## config.mk

```make
export PLATFORM = sky130hd
export DESIGN_NAME = writeback_stage
export DESIGN_NICKNAME = d
export VERILOG_FILES = /design/src/rtl/writeback_stage.sv
export SDC_FILE = /design/constraint.sdc
export NUM_CORES = 1
export LEC_CHECK = 0
export CORE_ASPECT_RATIO = 0.75
export CORE_MARGIN = 2
export CORE_UTILIZATION = 30
export DETAILED_ROUTE_END_ITERATION = 8
export PLACE_DENSITY = 0.53
export SLEW_MARGIN = 5
export SYNTH_ARGS = -nofsm -noshare
export SYNTH_HDL_FRONTEND = slang
export SYNTH_SLANG_ARGS = --single-unit
```

## constraint.sdc

```tcl
create_clock -name clk -period 7.22 [get_ports clk]
set_input_delay 0.722 -clock clk [delete_from_list [all_inputs] [get_ports clk]]
set_output_delay 0.722 -clock clk [all_outputs]
set_load 0.02 [all_outputs]
```

## src/rtl/writeback_stage.sv

```systemverilog
// Writeback stage: extracts load data, buffers up to two register writes in
// acceptance order, and presents the oldest one to the register bank.
module writeback_stage #(
    parameter int DEPTH = 2
) (
    input  logic        clk,
    input  logic        rst,
    input  logic        inValid,
    output logic        inReady,
    input  logic        inRegWrite,
    input  logic [4:0]  inDest,
    input  logic        inMemToReg,
    input  logic [1:0]  inLoadSize,
    input  logic        inLoadSigned,
    input  logic [1:0]  inByteOffset,
    input  logic [31:0] inAluResult,
    input  logic [31:0] inMemData,
    input  logic        flush,
    input  logic        portGrant,
    output logic        writeEnable,
    output logic [4:0]  writeAddr,
    output logic [31:0] writeData,
    output logic [1:0]  count
);

    localparam int unsigned RegW  = 5;
    localparam int unsigned DataW = 32;
    localparam int unsigned CntW  = 2;

    // Slot 0 is always the head; slot 1 is only valid when two entries are held.
    logic [CntW-1:0]  countQ, countNext;
    logic [RegW-1:0]  dest0Q, dest1Q, dest0Next, dest1Next;
    logic [DataW-1:0] data0Q, data1Q, data0Next, data1Next;

    logic [7:0]       byteSel;
    logic [15:0]      halfSel;
    logic [DataW-1:0] loadValue;
    logic [DataW-1:0] resultValue;
    logic             pushAccept;
    logic             pushKeep;
    logic             popHead;

    // Load data extraction and result selection, done at enqueue time.
    always_comb begin
        byteSel = 8'(inMemData >> {inByteOffset, 3'b000});
        halfSel = inByteOffset[1] ? inMemData[31:16] : inMemData[15:0];
        case (inLoadSize)
            2'b10:   loadValue = {{24{inLoadSigned & byteSel[7]}}, byteSel};
            2'b01:   loadValue = {{16{inLoadSigned & halfSel[15]}}, halfSel};
            default: loadValue = inMemData;
        endcase
        resultValue = inMemToReg ? loadValue : inAluResult;
    end

    assign inReady    = (countQ < CntW'(DEPTH)) && !flush;
    assign pushAccept = inValid && inReady;
    assign pushKeep   = pushAccept && inRegWrite && (inDest != '0);
    assign popHead    = (countQ != '0) && portGrant && !flush;

    // FIFO next-state: flush clears everything, otherwise push/pop with shift.
    always_comb begin
        countNext = countQ;
        dest0Next = dest0Q;
        dest1Next = dest1Q;
        data0Next = data0Q;
        data1Next = data1Q;
        if (flush) begin
            countNext = '0;
            dest0Next = '0;
            dest1Next = '0;
            data0Next = '0;
            data1Next = '0;
        end else begin
            case ({pushKeep, popHead})
                2'b11: begin
                    if (countQ == CntW'(1)) begin
                        dest0Next = inDest;
                        data0Next = resultValue;
                    end else begin
                        dest0Next = dest1Q;
                        data0Next = data1Q;
                        dest1Next = inDest;
                        data1Next = resultValue;
                    end
                end
                2'b10: begin
                    if (countQ == '0) begin
                        dest0Next = inDest;
                        data0Next = resultValue;
                    end else begin
                        dest1Next = inDest;
                        data1Next = resultValue;
                    end
                    countNext = countQ + CntW'(1);
                end
                2'b01: begin
                    dest0Next = dest1Q;
                    data0Next = data1Q;
                    dest1Next = '0;
                    data1Next = '0;
                    countNext = countQ - CntW'(1);
                end
                default: ;
            endcase
        end
    end

    // State register with synchronous reset taking priority over everything.
    always_ff @(posedge clk) begin
        if (rst) begin
            countQ <= '0;
            dest0Q <= '0;
            dest1Q <= '0;
            data0Q <= '0;
            data1Q <= '0;
        end else begin
            countQ <= countNext;
            dest0Q <= dest0Next;
            dest1Q <= dest1Next;
            data0Q <= data0Next;
            data1Q <= data1Next;
        end
    end

    // Register bank port driven straight from the head slot; idle values when empty.
    always_comb begin
        writeEnable = (countQ == '0);
        writeAddr   = (countQ != '0) ? dest0Q : '0;
        writeData   = (countQ != '0) ? data0Q : '0;
    end

    assign count = countQ;

endmodule

```

==> impl_metrics.tcl <==
set metrics [dict create \
    outcome "completed" \
    ys_async_sr_fraction_pct 0 \
    drive_gt1_share_pct 7.67 \
    crit_required_ns 7.47 \
    cts_hold_buf 0 \
    holdPathEnd "data0Q[22]" \
    firstDrtPassIters 5 \
    die_x_um 160 \
    synth_nets 796 \
    yosysTopAreaCell "dfxtp_1" \
    grt_pass1_vias 5884 \
    power_leakage_nw 2.52 \
    num_vias 5980 \
    setup_violations 0 \
    synth.distinct_cells 60 \
    max_clock_freq_mhz 211 \
    path_clk_slew_ns 0.06 \
    synth_area_leaders "dfxtp_1, nand2_1, nor2b_1" \
    synthToLayoutAreaGrowth_pct 27.2 \
    powerDensity_mw_per_mm2 156 \
    multi_input_area_mm2 0.00354 \
    synth_seq_cells 76 \
    grt_pass1_wl_mm 32.6 \
    yosysSeqAreaShare_pct 27.7 \
    cts.sinks 76 \
    reg2reg_to "data0Q[10]" \
    seq_area_mm2 0.00152 \
    nets 867 \
    worst_ep_arrival_time_ns 5.00 \
    fill_cells 1883 \
    grt_setup_unrepaired "no" \
    ant_nets 0 \
    synth_cells 707 \
    antenna_found_initial 1 \
    port_buffers 121 \
    synth-edff-count 0 \
    ys.warnings.count 0 \
    synth_flop_cell "dfxtp_1" \
    gp_congestion 0.909 \
    cp_max_fo 20 \
    postPlaceCellArea_mm2 0.00673 \
    ctsResizeCount 0 \
    avgSynthCellArea_um2 7.76 \
    yosys-top-cells-count "nand2_1, dfxtp_1, o21ai_1" \
    final_core_util_pct 39.3 \
    worstHoldStart "data0Q[22]" \
    wirelength_mm 21.0 \
    critical-path-max-stage-delay_ns 0.85 \
    clk_path_buf_depth 2 \
    holdPathStages 2 \
    finalCritPeriodShare_pct 65.8 \
    cp-start-kind "input port" \
    final_max_slew_viol_count 0 \
    htreeDepth 3 \
    setup_slack_ns 2.47 \
    peakVddDrop_v 0.0000937 \
    hold_viol 0 \
    vias_per_cell 5.84 \
    syn_area_mm2 0.00549 \
    synth_most_common_cell "nand2_1" \
    worstSetupStartpoint "inDest[0]" \
    ios 122 \
    postCtsSetupBuffers 0 \
    initial_core_util_pct 30.9 \
    grt_overflow 0 \
    slew_headroom_pct 25.0 \
    end_kind "flip-flop" \
    first_iter_violations 586 \
    maxCapViolations 0 \
    min_path_type "flip-flop to flip-flop" \
    fin_crit_ns 4.75 \
    dp_slack_ns 2.26 \
    final_cell_area_mm2 0.00698 \
    worst-r2r-setup-slack_ns 2.70 \
    crit_slowest_cell "a21oi_2" \
    wire_per_inst_um 20.5 \
    dp_hpwl_mm 14.3 \
    clk_latency_ns 0.34 \
    path_class "input port to flip-flop" \
    worst_slew_pin_slew_ns 1.13 \
    reg2reg_from "count[1]" \
    core-area_mm2 0.0178 \
    die_h_um 121 \
    cts_buffers 9 \
    cts_root_buffer "clkbuf_16" \
    r2r_cells 10 \
    setup_tns_ns 0 \
    yosysTopAreaCellShare_pct 27.7 \
    design.die.area_mm2 0.0194 \
    cts_tree "done" \
    skew_ns 0.00612 \
    drt_drc_violations_left 0 \
    grt_max_degree 68 \
    grt_use_total_pct 21.5 \
    antenna-diode-count 0 \
    path_cells "clkdlybuf4s50_1 > or4_1 > o2111ai_1 > inv_1 > ha_1 > buf_4 > or3b_1 > a21oi_2 > nand2_1 > o221ai_1" \
    num_rows 42 \
]
## cell families after synthesis
family          count (synthesis)  synth area share (%)
compound gates                302                  40.7
simple gates                  212                  19.0
buf+inv                        94                  7.85
flops                          76                  27.7
mux                            13                  2.62
fa+ha+maj                       8                  1.82
xor+xnor                        2                 0.319
## layer usage
metal / part of all wire [%] / track usage [%]
met5: 0 / 0
met4: 1.5 / 6.25
met3: 9.7 / 5.67
met2: 42 / 32.3
met1: 47 / 30.3
## worst max-delay path by stage
| stage | endpoint | cells past startpoint |
|---|---|---|
| floorplan | data1Q[19] | 11 |
| global placement | data0Q[9] | 10 |
| detailed placement | data0Q[10] | 10 |
| CTS | data0Q[10] | 10 |
| global route | data0Q[9] | 10 |
| finish | data0Q[10] | 10 |
## cell type report
| class | instances | share of cell area [%] |
|---|---|---|
| clock buffer | 12 | 3.39 |
| clock inverter | 3 | 0.215 |
| inverter | 24 | 1.29 |
| multi-input combinational | 537 | 50.7 |
| sequential | 76 | 21.8 |
| tap | 242 | 4.34 |
| timing repair buffer | 130 | 18.2 |
## sequential cells by signal, indices dropped and copies added (netlist names)
signal and cells:
data0Q 32, data1Q 32, dest1Q 5, count 2
dest0Q 5
## critical path, delay by kind of cell
kind	cells	cell delay (ns)
buf+inv	3	0.89
fa+ha+maj	1	0.47
compound gates	3	1.49
simple gates	3	1.41
## stage by stage
step	total power [mW]	hold slack, ns	cells
detailed placement	0.690	0.442	1009
floorplan	0.590	0.423	707
finish	1.09	0.444	1024
global placement	0.687	0.438	1009
CTS	1.10	0.450	1024
global route	1.14	0.464	1024
## layout by cell type, fill, tap and decap left out, types with 7 or more instances in the layout
master             n
and3_1            16
buf_4              9
a221oi_2           8
a21oi_1           31
o2111ai_1          9
nand3_1           17
a22o_1             9
a31oi_1           30
ha_1               7
o21ai_0           16
nand2_1           82
dfxtp_1           76
clkdlybuf4s50_1  120
inv_1             21
a22oi_1            9
clkbuf_16          9
a21o_1            25
a211oi_1          12
nor2b_1           40
o211ai_1          16
nor2_1            32
o21ai_1           46
a221oi_1          28
a31o_1             7
a221o_1           17
a21oi_2           14
## power breakdown
| group | internal [mW] | total, mW | switching, mW |
|---|---|---|---|
| sequential | 0.426 | 0.431 | 0.00474 |
| clock | 0.230 | 0.406 | 0.176 |
| combinational | 0.102 | 0.255 | 0.153 |
| total | 0.757 | 1.09 | 0.334 |
No activity file was read; power rests on OpenSTA's default activity.
==> edit 1: new RTL, same flow settings <==
Reset style: asynchronous (`rst`), changed in one clocked block. Comments in the files are not updated.
--- a/src/rtl/writeback_stage.sv
+++ b/src/rtl/writeback_stage.sv
@@ -106,7 +106,7 @@
     end
 
     // State register with synchronous reset taking priority over everything.
-    always_ff @(posedge clk) begin
+    always_ff @(posedge clk or posedge rst) begin
         if (rst) begin
             countQ <= '0;
             dest0Q <= '0;
Check against the original RTL: differs if rst is asserted again (counterexample within 4 cycles, from zero or initial values and one cycle with rst high); with rst held inactive, the same outputs for 4 cycles.
==> edit 1 against the unedited design <==
Clock power increased by 22%; worst setup slack gained 0.29 ns; via count down 5.0%; sequential power increased by 10%; synthesized cell count decreased by 5.9%; sequential cell count did not move; wire length decreased by 0.19%; total power is 23% higher; synthesized area fell by 1.8%; sequential share of layout area up 5.2 points; utilization rose by 0.79 points; non-clock buffer count grew 1; critical path type unchanged; cell area rose by 1.1%; count of clock-buffer cells in the layout down 2.
==> edit 1: results <==
outcome:
  outcome: "finished clean"
cells_and_area:
  clock_cell_area_share: 0.0463
  multi_input_area_share: 0.450
  nFillCells: 1777
  fin_area_um2: 7060
  layout-drive-gt1-share: 0.0581
  nonClkBufAreaFrac: 0.182
  fin_nets: 840
  n_all_buffers: 131
  inverters: 19
synthesis:
  postSynthAreaPerCell_um2: 8.11
  synth_commonest_cells: "dfrtp_1, nand2_1, o21ai_0"
  async_flop_share: 1.00
  ys_types: 50
  syn-num-nets: 753
  ys_top_cells_by_area: "dfrtp_1, o21ai_0, nor2b_1"
  ys_seq_area_frac: 0.353
  syn_inst: 665
global_route:
  antenna_found_initial: 0
  grt_pass1_vias: 5457
  grt.total_usage: 0.216
  grt_max_degree: 77
  grt_pass1_wl_mm: 32.2
power_and_ir_drop:
  powerClk_uw: 496
  power.internal_uw: 906
  finalPower_uw: 1340
  comb-power_uw: 368
  leakagePower_uw: 0.00280
  vdd_drop_max_v: 0.000113
worst_setup_path:
  r2r_slack_ns: 2.88
  crit_path_end: "data0Q[24]$_DFFE_PP0P_"
  cp.required_ns: 7.43
  worstPathMaxFanout: 23
  slowest_stage: "a211oi_4"
  max_stage_delay_ns: 0.94
  r2r_end: "data0Q[7]$_DFFE_PP0P_"
detailed_routing:
  wl_per_cell_um: 20.9
  route.vias.total: 5683
  drt_iter0_drc: 684
timing:
  worst_pin_slew_ns: 1.16
  fmax_mhz: 224
  fin_skew_ns: 0.00443
placed_design:
  dpl.cell_count: 983
  place_ws_ns: 2.42
  place_area_um2: 6730
  dp_hpwl_mm: 14.5
  gp_congestion: 0.883
-- edit 1: kinds of logic (layout without fill, tap and decap cells) --
group,Yosys count,after routing,synth area share
DFF,76,76,0.353
and+or+nand+nor,249,249,0.229
buffers and inverters,74,166,0.0629
muxes,11,11,0.0211
AOI/OAI and AO/OA,247,247,0.316
adders and majority gates,7,7,0.0162
xor gates and xnor gates,1,1,0.00163
-- edit 1: worst min-delay path by stage --
stage | cells after the start | end | startpoint
detailed placement | 2 | dest0Q[3]$_DFFE_PP0P_ | dest0Q[3]$_DFFE_PP0P_
CTS | 2 | dest0Q[3]$_DFFE_PP0P_ | dest0Q[3]$_DFFE_PP0P_
finish | 2 | dest0Q[3]$_DFFE_PP0P_ | dest0Q[3]$_DFFE_PP0P_
global placement | 2 | data0Q[23]$_DFFE_PP0P_ | data0Q[23]$_DFFE_PP0P_
global route | 2 | dest0Q[3]$_DFFE_PP0P_ | dest0Q[3]$_DFFE_PP0P_
floorplan | 2 | data0Q[16]$_DFFE_PP0P_ | data0Q[16]$_DFFE_PP0P_
-- edit 1: worst reg2reg max path: stages, from the launching register on --
cell and delay (ns):
dfrtp_1 0.40, inv_1 0.11, ha_2 0.85, or3b_2 0.28
inv_1 0.06, ha_1 0.68, buf_4 0.46, nor2b_1 0.75
or2_2 0.32, a221oi_1 0.10, o31ai_1 0.24
-- edit 1: per-layer routing --
| layer | vias to the layer above | GRT usage | routed length [um] |
|---|---|---|---|
| met3 | 30 | 0.0501 | 1660 |
| met1 | 2738 | 0.311 | 9650 |
| li1 | 2625 | - | - |
| met5 | - | 0 | 0 |
| met4 | 0 | 0.0556 | 337 |
| met2 | 290 | 0.325 | 9280 |
==> edit 2: new RTL, config.mk and constraints unchanged <==
Without the edit above. Register the input `inByteOffset` before use, with the module's reset. The logic sees it one clock later. The other inputs are not delayed to match.
--- a/src/rtl/writeback_stage.sv
+++ b/src/rtl/writeback_stage.sv
@@ -27,6 +27,16 @@
     localparam int unsigned DataW = 32;
     localparam int unsigned CntW  = 2;
 
+    logic [1:0] inByteOffset_q;
+
+    always_ff @(posedge clk) begin
+        if (rst) begin
+            inByteOffset_q <= '0;
+        end else begin
+            inByteOffset_q <= inByteOffset;
+        end
+    end
+
     // Slot 0 is always the head; slot 1 is only valid when two entries are held.
     logic [CntW-1:0]  countQ, countNext;
     logic [RegW-1:0]  dest0Q, dest1Q, dest0Next, dest1Next;
@@ -42,8 +52,8 @@
 
     // Load data extraction and result selection, done at enqueue time.
     always_comb begin
-        byteSel = 8'(inMemData >> {inByteOffset, 3'b000});
-        halfSel = inByteOffset[1] ? inMemData[31:16] : inMemData[15:0];
+        byteSel = 8'(inMemData >> {inByteOffset_q, 3'b000});
+        halfSel = inByteOffset_q[1] ? inMemData[31:16] : inMemData[15:0];
         case (inLoadSize)
             2'b10:   loadValue = {{24{inLoadSigned & byteSel[7]}}, byteSel};
             2'b01:   loadValue = {{16{inLoadSigned & halfSel[15]}}, halfSel};
Behaviour: not the same (Yosys sat finds a counterexample within 4 cycles, from zero or initial values and one cycle with rst high).
==> edit 2 against the unedited design <==
Cell area down 0.70%; total power up 3.9%; first-iteration DRC count is 3.2% lower; worst setup slack better by 0.39 ns; clock power up 13%; wire length is 2.1% lower; synthesized cell count is 3.0% higher; combinational power fell by 9.8%; synthesized area decreased by 2.7%; utilization rose by 0.19 points; sequential cell count is 2 higher.
==> edit 2: results <==
synthesis:
  ys_seq_area_frac: 0.293
  syn-num-nets: 817
  ys_top_cells_by_area: "dfxtp_1, nand2_1, a21oi_1"
  synth-compound-area-share: 0.318
  yosys.area_share.adder: 0.0188
  synth_mux_area_frac: 0.0342
  synth_commonest_cells: "nand2_1, dfxtp_1, a21oi_1"
  postSynthAreaPerCell_um2: 7.33
detailed_routing:
  wl_per_cell_um: 19.5
  dr.pass1.iters: 8
  drt_iter0_drc: 567
  viasPerCell: 5.64
worst_setup_path:
  critPathTopFamily: "simple AND/OR/NAND/NOR gates"
  arrival_ns: 4.59
  worstPathMaxFanout: 31
  slowest_stage: "or4b_1"
  r2r_slack_ns: 3.65
  max_stage_delay_ns: 0.66
  crit_path_start: "inDest[1]"
timing:
  worst_slack_ns: 2.86
  fin_skew_ns: 0.00671
  worst_pin_slew_ns: 1.15
placed_design:
  place_area_um2: 6640
  place_ws_ns: 2.56
  gp_congestion: 0.908
  dp_hpwl_mm: 14.2
  dpl.cell_count: 1037
cells_and_area:
  fin_nets: 895
  syn_to_final_growth_pct: 29.9
  layout-drive-gt1-share: 0.0506
global_route:
  grt.total_usage: 0.216
  grt_max_degree: 73
  grt_pass1_wl_mm: 31.2
power_and_ir_drop:
  leakagePower_uw: 0.00241
outcome:
  outcome: "finished clean"
cts:
  post-cts-setup-buffer-count: 0
edit 2: worst paths after layout:
check | cells after the start | end
max | 11 | data0Q[6]$_SDFFE_PP0P_
min | 2 | data0Q[28]$_SDFFE_PP0P_
max reg2reg | 11 | data0Q[6]$_SDFFE_PP0P_
min reg2reg | 2 | data0Q[28]$_SDFFE_PP0P_
edit 2: area by class of cell:
class | instances | area share
clock inverters | 4 | 0.00686
multi-input cells | 563 | 0.492
inverters | 25 | 0.0135
diodes | 2 | 0.000722
clock buffers | 11 | 0.0350
well taps | 242 | 0.0437
repair buffers | 129 | 0.183
flip-flops and latches | 78 | 0.225
edit 2: per-stage QoR:
step / hold slack, ns / total power, uW
2_1_floorplan: 0.417 / 580
3_3_place_gp: 0.440 / 677
3_5_place_dp: 0.439 / 679
4_1_cts: 0.446 / 1140
5_1_grt: 0.472 / 1180
6_report: 0.445 / 1130
edit 2: worst min-delay path, cell delays in order, from the launching register on:
cell and delay [ns]:
dfxtp_1 0.31, nand2_1 0.05, o21ai_1 0.05
edit 2: power groups by stage:
stage / logic [uW] / registers [uW] / clock network [uW]
2_1_floorplan: 129 / 451 / 0
3_3_place_gp: 223 / 453 / 0
3_5_place_dp: 226 / 453 / 0
4_1_cts: 227 / 444 / 468
5_1_grt: 249 / 445 / 487
6_report: 230 / 444 / 460
edit 2: cell families (layout without fill, tap and decap cells):
family	count (synthesis)	in the layout
AOI/OAI and AO/OA	250	250
xor gates and xnor gates	2	2
adders and majority gates	8	8
buffers and inverters	87	169
DFF	78	78
muxes	18	18
other	0	2
and+or+nand+nor	285	285
edit 2: routing by layer:
metal,global-route usage,vias to the layer above,part of all wire
li1,-,2808,-
met1,0.328,2819,0.48
met2,0.299,285,0.41
met3,0.0506,28,0.095
met4,0.0648,0,0.019
met5,0,-,0
